--- config.mk ---
export PLATFORM = sky130hd
export DESIGN_NAME = data_memory_arbiter
export DESIGN_NICKNAME = d
export VERILOG_FILES = /design/src/rtl/data_memory_arbiter.sv
export SDC_FILE = /design/constraint.sdc
export NUM_CORES = 1
export LEC_CHECK = 0
export ABC_AREA = 1
export CAP_MARGIN = 20
export CELL_PAD_IN_SITES_DETAIL_PLACEMENT = 1
export CELL_PAD_IN_SITES_GLOBAL_PLACEMENT = 2
export CORE_MARGIN = 5
export CORE_UTILIZATION = 23
export DETAILED_ROUTE_END_ITERATION = 10
export PLACE_DENSITY_LB_ADDON = 0.1
export SLEW_MARGIN = 25
export SYNTH_ARGS = -nofsm -noshare
export SYNTH_HDL_FRONTEND = slang
export SYNTH_SLANG_ARGS = --single-unit
--- constraint.sdc ---
create_clock -name clk -period 2.2 [get_ports clk]
set_input_delay 0.44 -clock clk [delete_from_list [all_inputs] [get_ports clk]]
set_output_delay 0.44 -clock clk [all_outputs]
set_load 0.005 [all_outputs]
--- src/rtl/data_memory_arbiter.sv ---
// data_memory_arbiter
// Shares one 256x8 single-port data memory between requester A (CPU) and
// requester B (DMA/debug). Each access takes three cycles:
//   IDLE   : pick a grantee and capture its request
//   ACCESS : drive the memory from the captured request
//   ACK    : pulse the grantee's ack
// Ties go round-robin by default. Define DATA_MEMORY_ARBITER_FIXED_PRIORITY_EN
// to make A always win ties instead; the last-grant pointer is then removed.
module data_memory_arbiter (
  input  logic       clk,
  input  logic       reset,
  // requester A
  input  logic       a_req,
  input  logic       a_we,
  input  logic [7:0] a_address,
  input  logic [7:0] a_data_in,
  output logic       a_ack,
  output logic [7:0] a_data_out,
  // requester B
  input  logic       b_req,
  input  logic       b_we,
  input  logic [7:0] b_address,
  input  logic [7:0] b_data_in,
  output logic       b_ack,
  output logic [7:0] b_data_out,
  // memory port
  output logic [7:0] mem_address,
  output logic [7:0] mem_data_in,
  output logic       mem_write_enable,
  input  logic [7:0] mem_data_out
);

  typedef enum logic [1:0] {
    IDLE   = 2'd0,
    ACCESS = 2'd1,
    ACK    = 2'd2
  } state_t;

  state_t     state;
  logic       grant_b;       // grantee of the access in flight: 1 = B, 0 = A
  logic       lat_we;
  logic [7:0] lat_address;
  logic [7:0] lat_data_in;
  logic       any_req;
  logic       pick_b;        // grantee chosen if a grant happens this cycle

  assign any_req = a_req | b_req;

`ifdef DATA_MEMORY_ARBITER_FIXED_PRIORITY_EN
  // A wins every tie; B is granted only when it asks alone.
  assign pick_b = b_req & ~a_req;
`else
  logic last_b;              // 1 when B received the most recent grant

  // A lone requester wins outright; on a tie, the side not granted last wins.
  assign pick_b = b_req & (~a_req | ~last_b);

  // Last-grant pointer moves only when a grant is actually issued.
  always_ff @(posedge clk) begin
    if (reset) begin
      last_b <= 1'b1;        // pretend B went last so A wins the first tie
    end else if (state == IDLE && any_req) begin
      last_b <= pick_b;
    end
  end
`endif

  // Memory port is driven only during ACCESS and parked at zero otherwise.
  // NOTE: write enable is gated with reset combinationally, not through a
  // register, so an access interrupted by reset cannot commit its write in
  // the same cycle the reset is applied.
  assign mem_address      = (state == ACCESS) ? lat_address : 8'h00;
  assign mem_data_in      = (state == ACCESS) ? lat_data_in : 8'h00;
  assign mem_write_enable = (state == ACCESS) & lat_we & ~reset;

  // Access sequencer: captures the request, registers read data and acks.
  // NOTE: all state here uses non-blocking assignments so every register
  // samples the values from before the edge, independent of statement order.
  always_ff @(posedge clk) begin
    if (reset) begin
      state       <= IDLE;
      grant_b     <= 1'b0;
      lat_we      <= 1'b0;
      lat_address <= 8'h00;
      lat_data_in <= 8'h00;
      a_ack       <= 1'b0;
      b_ack       <= 1'b0;
      a_data_out  <= 8'h00;
      b_data_out  <= 8'h00;
    end else begin
      a_ack <= 1'b0;
      b_ack <= 1'b0;
      case (state)
        IDLE: begin
          if (any_req) begin
            grant_b     <= pick_b;
            lat_we      <= pick_b ? b_we      : a_we;
            lat_address <= pick_b ? b_address : a_address;
            lat_data_in <= pick_b ? b_data_in : a_data_in;
            state       <= ACCESS;
          end
        end
        ACCESS: begin
          // Requests are ignored here; the captured values finish the job.
          if (!lat_we) begin
            if (grant_b) b_data_out <= mem_data_out;
            else         a_data_out <= mem_data_out;
          end
          a_ack <= ~grant_b;
          b_ack <= grant_b;
          state <= ACK;
        end
        ACK: begin
          state <= IDLE;
        end
        default: begin
          state <= IDLE;
        end
      endcase
    end
  end

endmodule

Yosys cells after proc, flatten, opt, wreduce, memory -nomap -nowiden
Index checks and enable logic that the tools add are counted.
{"block": "op_classes", "eq_ne": 2, "mux": 7, "bitwise": 11, "n_reduce_logical": 6}
{"op": "$mux W8", "n": 4}
{"op": "$not A1 Y1", "n": 6}
{"op": "$reduce_and A3 Y1", "n": 2}
{"op": "$pmux W2 S2", "n": 1}
{"op": "$and A1 B1 Y1", "n": 3}
{"op": "$eq A2 B1 Y1 const B", "n": 1}
{"op": "$logic_not A2 Y1", "n": 1}
{"op": "$mux W2", "n": 1}
{"op": "$ne A2 B2 Y1 const B", "n": 1}
{"op": "$or A1 B1 Y1", "n": 2}
{"op": "$reduce_and A2 Y1", "n": 1}
{"op": "$reduce_or A2 Y1", "n": 1}
{"op": "$logic_and A1 B1 Y1", "n": 1}
{"op": "$mux W1", "n": 1}
{"block": "word_totals", "regBits": 39, "input_bits": 46, "out_inout_bits": 35, "wordCells": 36}

Longest topological paths before layout
Gate-level depths: netlist of run 1.
{"block": "logic_depth", "ltp_word": 4, "depth_mapped": 7, "ltp_nobuf": 6}

Worst setup path after synthesis of run 1
No wires, ideal clock.
{"block": "synth_timing", "kind": "reg-to-output", "from": "register state[0]", "to": "output mem_write_enable", "t_arrival_ps": 930, "required_time_ps": 1760, "slack_ps": 830, "stages_incl_launch_ff": 6, "path_buffers": 1, "cell_sequence": "dfxtp_1 > inv_1 > nor2_4 > buf_4 > nand2_1 > nor2_1"}
{"block": "synth_between", "elab_chain_cells": 3}
{"element": "start: declaration", "line_no": "39", "source": "state_t state;"}
{"element": "start signal: assignment", "line_no": "81", "source": "state <= IDLE;"}
{"element": "start signal: assignment", "line_no": "100", "source": "state <= ACCESS;"}
{"element": "start signal: assignment", "line_no": "111", "source": "state <= ACK;"}
{"element": "$eq A2 B1 Y1", "line_no": "74", "source": "assign mem_write_enable = (state == ACCESS) & lat_we & ~reset;"}
{"element": "$and A1 B1 Y1 (2 in series)", "line_no": "74"}
{"element": "end: declaration", "line_no": "29", "source": "output logic mem_write_enable,"}
Every way passes these cells.

Final worst setup path of run 1
{"block": "layout_timing", "from": "input reset", "to": "output mem_write_enable"}
{"block": "layout_between", "elab_chain_cells": 2}
{"element": "start: declaration", "line_no": "11", "source": "input logic reset,"}
{"element": "$not A1 Y1", "line_no": "74"}
{"element": "$and A1 B1 Y1", "line_no": "74"}
Every way passes these cells.

==> results.ini, run 1 <==
[timing]
max_freq_ghz = 0.483
max_slew_margin_pct = 60.5
timing.final.ws_setup_ns = 0.130
clock_skew_ns = 0.00892
post-route-period-util_pct = 94.1
hold_violations = 0
slew_viol_final = 0
setup_viol = 0
timing.final.crit_period_ns = 2.07
worst_slew_pin_slew_ns = 0.591
setup_tns_ns = 0
grt_setup_unrepaired = false

[global_routing]
busiest_layer = met2
met2_usage_pct = 22.2
globalRouteMet3Util_pct = 4.40
grt_pass1_vias = 2165
grt_util_all_layers_pct = 12.3
grt_first_pass_wirelength_mm = 10.2
use_met1_pct = 14.0
antenna_found_initial = 0
gr-total-overflow = 0
grt_max_degree = 36

[cts]
htree_num_levels = 2
numClockSinks = 39
ctsHoldBuffers = 0
clkSlewWorstSetupHoldPaths_ns = 0.08
cts_buffers = 5
clockBufferDepth = 2
insertion_delay_ns = 0.29
cts_tree = built
cts.root.buffer_cell = clkbuf_8

[finish]
final_layout_size_suffix_gt1_share_pct = 7.25
fin_cells = 491
syn2layout_area_growth_pct = 52.3
final_core_util_pct = 36.3
fin_nets = 431
fillCellCount = 1058
diodes = 0

[place]
dp_cells = 483
io_buffers = 80
place_hpwl_mm = 4.64
routabilityCongestion = 0.720
post-place-ws_ns = 0.123

[critical_path]
worstPathRequired_ns = 1.76
critical_path.cell_chain = clkdlybuf4s50_1 -> clkinv_1 -> nand2_1 -> nor2_1 -> clkdlybuf4s50_1
critPathLaunchType = input port
critPathKind = in -> out
worst_path_largest_cell_delay_ns = 0.51
worst-path-max-fanout = 2
cp-end-kind = output pin
critPathSlowestCell = clkdlybuf4s50_1
cp.arrival_ns = 1.63
cpMostUsedCell = clkdlybuf4s50_1

[synth]
synth_area_sq_um = 1980
ys_seq_elements = 39
seq_area_frac_synth_pct = 39.5
synth_top_area_share_pct = 39.5
synth_cell_types = 21
syn_nets = 352
synth_area_leaders = dfxtp_1, nor2_1, nand2_1
synth.largest_area_cell = dfxtp_1
avgSynthCellArea_sq_um = 6.46
synth_cells = 306
yosys_warnings = 0

[die]
die_h_um = 103
die_w_um = 103
pin_count = 81
num_rows = 33
core_area_sq_um = 8300
die-area_sq_um = 10500
start_util_pct = 23.8

[pwr]
p_clk_share_pct = 33.1
combinationalPowerShare_pct = 25.4
peakVddDrop_mv = 0.245
p_int_mw = 1.37
switching_share_pct = 28.2
total_power_mw = 1.90
power_frac_seq_pct = 41.6
p_per_area_nw_per_um2 = 632
p_leak_nw = 1.30
p_sw_mw = 0.536

[flow_run]
max-cap-violations = 0

[detailed_routing]
postRouteAntennaNets = 0
vias_per_cell = 4.25
drt_iter0_markers = 42
vias = 2086
wl_per_cell_um = 12.7
dr.pass1.iters = 4
drcViolationCount = 0
wirelength_mm = 6.26

[status]
run_status = complete, no violations

[worst_hold_path]
worstHoldPathType = reg -> reg

## per-layer routing
| layer | vias to the layer above | share of wire, % | wire length, um |
|---|---|---|---|
| met4 | 0 | 0.64 | 40 |
| met3 | 4 | 8.2 | 515 |
| met5 | - | 0 | 0 |
| met1 | 923 | 42 | 2610 |
| li1 | 1105 | - | - |
| met2 | 54 | 49 | 3090 |
## area by class of cell
type | instances | area [sq um] | area share [%]
Clock inverter | 2 | 35.0 | 1.16
Sequential cell | 39 | 781 | 25.9
Timing Repair Buffer | 89 | 868 | 28.8
Clock buffer | 6 | 82.6 | 2.74
Inverter | 31 | 119 | 3.95
Multi-Input combinational cell | 219 | 995 | 33.0
Tap cell | 105 | 131 | 4.36
## worst max-delay path, delay by kind of cell
kind                   cells  cell delay [ns]
buffers and inverters      3             1.00
and+or+nand+nor            2             0.19
## logic make-up (layout without fill, tap and decap cells)
kind of cell / after synthesis / in the layout / share of synthesized area, %
simple gates: 200 / 200 / 43.0
compound gates: 19 / 19 / 6.96
buf+inv: 48 / 128 / 10.5
flops: 39 / 39 / 39.5
## cell usage after synthesis
cell / instances
a21boi_0: 7
a21boi_1: 10
a21oi_1: 1
buf_1: 1
buf_2: 9
buf_4: 2
buf_6: 1
clkbuf_1: 3
clkbuf_2: 1
clkinv_1: 1
dfxtp_1: 39
inv_1: 27
inv_2: 3
nand2_1: 71
nand2_2: 1
nand3_1: 20
nand4_1: 16
nor2_1: 87
nor2_2: 1
nor2_4: 4
o21ai_1: 1
## what timing repair did
item                                    in CTS  in global routing
endpoints found under the setup margin       0                 16
gates resized for setup                      0                  3
buffers inserted                             0                  0
## cells in the final DEF (no fill, tap or decap), types with 2 or more instances in the layout
| master | Yosys | final |
|---|---|---|
| clkdlybuf4s50_1 | 0 | 80 |
| inv_2 | 3 | 2 |
| clkbuf_8 | 0 | 6 |
| nor2_4 | 4 | 4 |
| nand2_1 | 71 | 71 |
| nand4_1 | 16 | 16 |
| a21boi_1 | 10 | 10 |
| buf_4 | 2 | 9 |
| inv_1 | 27 | 27 |
| dfxtp_1 | 39 | 39 |
| nor2_1 | 87 | 86 |
| nand3_1 | 20 | 20 |
| a21boi_0 | 7 | 7 |
| nor2_2 | 1 | 2 |
## through the flow
| stage | hold WS (ns) | area [sq um] |
|---|---|---|
| global placement | 0.466 | 2890 |
| finish | 0.489 | 3010 |
| floorplan | 0.449 | 1980 |
| global route | 0.520 | 3010 |
| detailed placement | 0.478 | 2890 |
| CTS | 0.495 | 3010 |
## power by group through the flow
stage | registers, mW | clock network, mW | logic, mW
finish | 0.791 | 0.629 | 0.483
global route | 0.798 | 0.696 | 0.551
CTS | 0.792 | 0.662 | 0.494
detailed placement | 0.809 | 0 | 0.492
global placement | 0.807 | 0 | 0.486
floorplan | 0.808 | 0 | 0.272
## state kept, by name, indices dropped and copies added, names as in the netlist, 2 cells and up
| register | flops |
|---|---|
| state | 2 |
| a_data_out | 8 |
| lat_data_in | 8 |
| b_data_out | 8 |
| lat_address | 8 |
## path summary, 6_finish.rpt
path,start,end,slack (ns),depth (start not counted)
worst max register to register,state[0],lat_we,0.92,6
worst min register to register,a_data_out[5],a_data_out[5],0.49,2
worst max-delay path,reset,mem_write_enable,0.13,5
worst min-delay path,a_data_out[5],a_data_out[5],0.49,2
Power figures use the tool's default switching activity.
==> run 2: changes to the inputs <==
Settings changed: CORE_UTILIZATION 23 to 21, CTS_BUF_LIST set to sky130_fd_sc_hd__clkbuf_4 sky130_fd_sc_hd__clkbuf_8 sky130_fd_sc_hd__clkbuf_16.
Clock period 2.2 ns to 1.94 ns, I/O delays scaled along.
==> results.ini, run 2 (synthesized netlist as in run 1, its figures left out) <==
[critical_path]
cp-end-kind = output pin
rrSetupSlack_ns = 0.55
cp-startpoint = state[0]
r2r_start = state[0]
critPathKind = reg -> out
worst_path_largest_cell_delay_ns = 0.34
critPathLaunchType = flop
worst-path-max-fanout = 3
worstPathRequired_ns = 1.55
critical_path.cell_chain = inv_1 -> nor2_4 -> buf_4 -> nand2_1 -> nor2_1 -> dlygate4sd2_1
critPathSlowestCell = dfxtp_2
cp.arrival_ns = 1.43

[finish]
final_cell_mix = nor2_1, nand2_1, clkdlybuf4s50_1
final_layout_size_suffix_gt1_share_pct = 9.18
mostFrequentLayoutCell = nor2_1
fin_nets = 437
syn2layout_area_growth_pct = 57.4
diodes = 0

[timing]
max_slew_margin_pct = 76.0
timing.final.crit_period_ns = 1.82
grt_setup_unrepaired = false
slew_viol_final = 0
worst_slew_pin_slew_ns = 0.360
setup_viol = 0
setup_tns_ns = 0
post-route-period-util_pct = 93.6
hold_violations = 0
max_freq_ghz = 0.551
clock_skew_ns = 0.0104

[detailed_routing]
postRouteAntennaNets = 0
drt-met1-wl_mm = 2.75
vias_per_cell = 4.23
dr.pass1.iters = 4
wl_met2_mm = 3.24
vias = 2130
drt_iter0_markers = 57
wl_per_cell_um = 12.9
drcViolationCount = 0
routed.top_layer = met4
wirelength_mm = 6.51
dr_wl_met3_um = 462

[die]
die-area_sq_um = 11500
die_w_um = 107
die_h_um = 107
num_rows = 35
core_area_sq_um = 9200
pin_count = 81
start_util_pct = 21.5

[cts]
htree_num_levels = 2
cts.root.buffer_cell = clkbuf_8
numClockSinks = 39
clockBufferDepth = 2
cts_tree = built
clkSlewWorstSetupHoldPaths_ns = 0.08
insertion_delay_ns = 0.29
cts_buffers = 5

[global_routing]
grt_first_pass_wirelength_mm = 10.9
grt_max_degree = 35
antenna_found_initial = 0
grt_util_all_layers_pct = 11.8
gr-total-overflow = 0
grt_pass1_vias = 2251

[worst_hold_path]
worstHoldPathType = reg -> reg
hp-start = b_data_out[2]

[place]
io_buffers = 80
place_hpwl_mm = 4.86
routabilityCongestion = 0.681

[pwr]
p_leak_nw = 1.45
total_power_mw = 2.30
p_per_area_nw_per_um2 = 739
peakVddDrop_mv = 0.302

[status]
run_status = complete, no violations

[flow_run]
max-cap-violations = 0

## run 2: cell types whose count changed in the layout (fill, tap and decap cells not counted), moves of 3 or more
cell	before	now
buf_12	0	3
clkdlybuf4s50_1	80	63
dlygate4sd2_1	0	16
buf_4	9	12
## run 2: per-stage QoR
stage          utilization [%]  hold WS (ns)  setup WS [ns]  cells  cell area [sq um]
2_1_floorplan                -         0.449          0.622    306               1980
3_3_place_gp              31.9         0.467         0.0287    491               2940
3_5_place_dp              31.9         0.472        -0.0491    491               2940
4_1_cts                   33.4         0.491        -0.0482    500               3070
5_1_grt                   33.8         0.509        0.00144    503               3110
6_report                  33.8         0.485          0.124    503               3110
## run 2: report_power, final
group | leakage, nW | internal (mW) | switching [mW] | total, mW
combinational | 1.06 | 0.284 | 0.295 | 0.579
sequential | 0.321 | 0.872 | 0.0279 | 0.900
clock | 0.0688 | 0.528 | 0.291 | 0.820
## run 2: cell type report
class                   count  area, sq um
fillers                  1141         6080
clock inverters             2         60.1
inverters                  31          124
well taps                 111          139
repair buffers             95          933
clock buffers               6         76.3
multi-input cells         219          997
flip-flops and latches     39          782
## run 2: final timing paths
path | end | cells after the start
max | mem_write_enable | 6
min | b_data_out[2] | 2
max reg2reg | b_data_out[4] | 8
min reg2reg | b_data_out[2] | 2
## run 2: per-layer routing
metal / vias up / global-route usage, %
met2: 54 / 21.2
met1: 955 / 13.1
li1: 1117 / -
met5: - / 0
met4: 0 / 3.01
met3: 4 / 4.03
## run 2: critical path: cells and delay by family, from the launching register on
kind / cells / cell delay, ns
buffers and inverters: 3 / 0.47
and+or+nand+nor: 3 / 0.34
DFF: 1 / 0.34
## run 2: repair_timing
action | in CTS | in global routing
setup buffers | 1 | 3
hold buffers | 0 | 0
pin swaps | 0 | 1
gates resized for setup | 21 | 3
endpoints found under the setup margin | 17 | 1
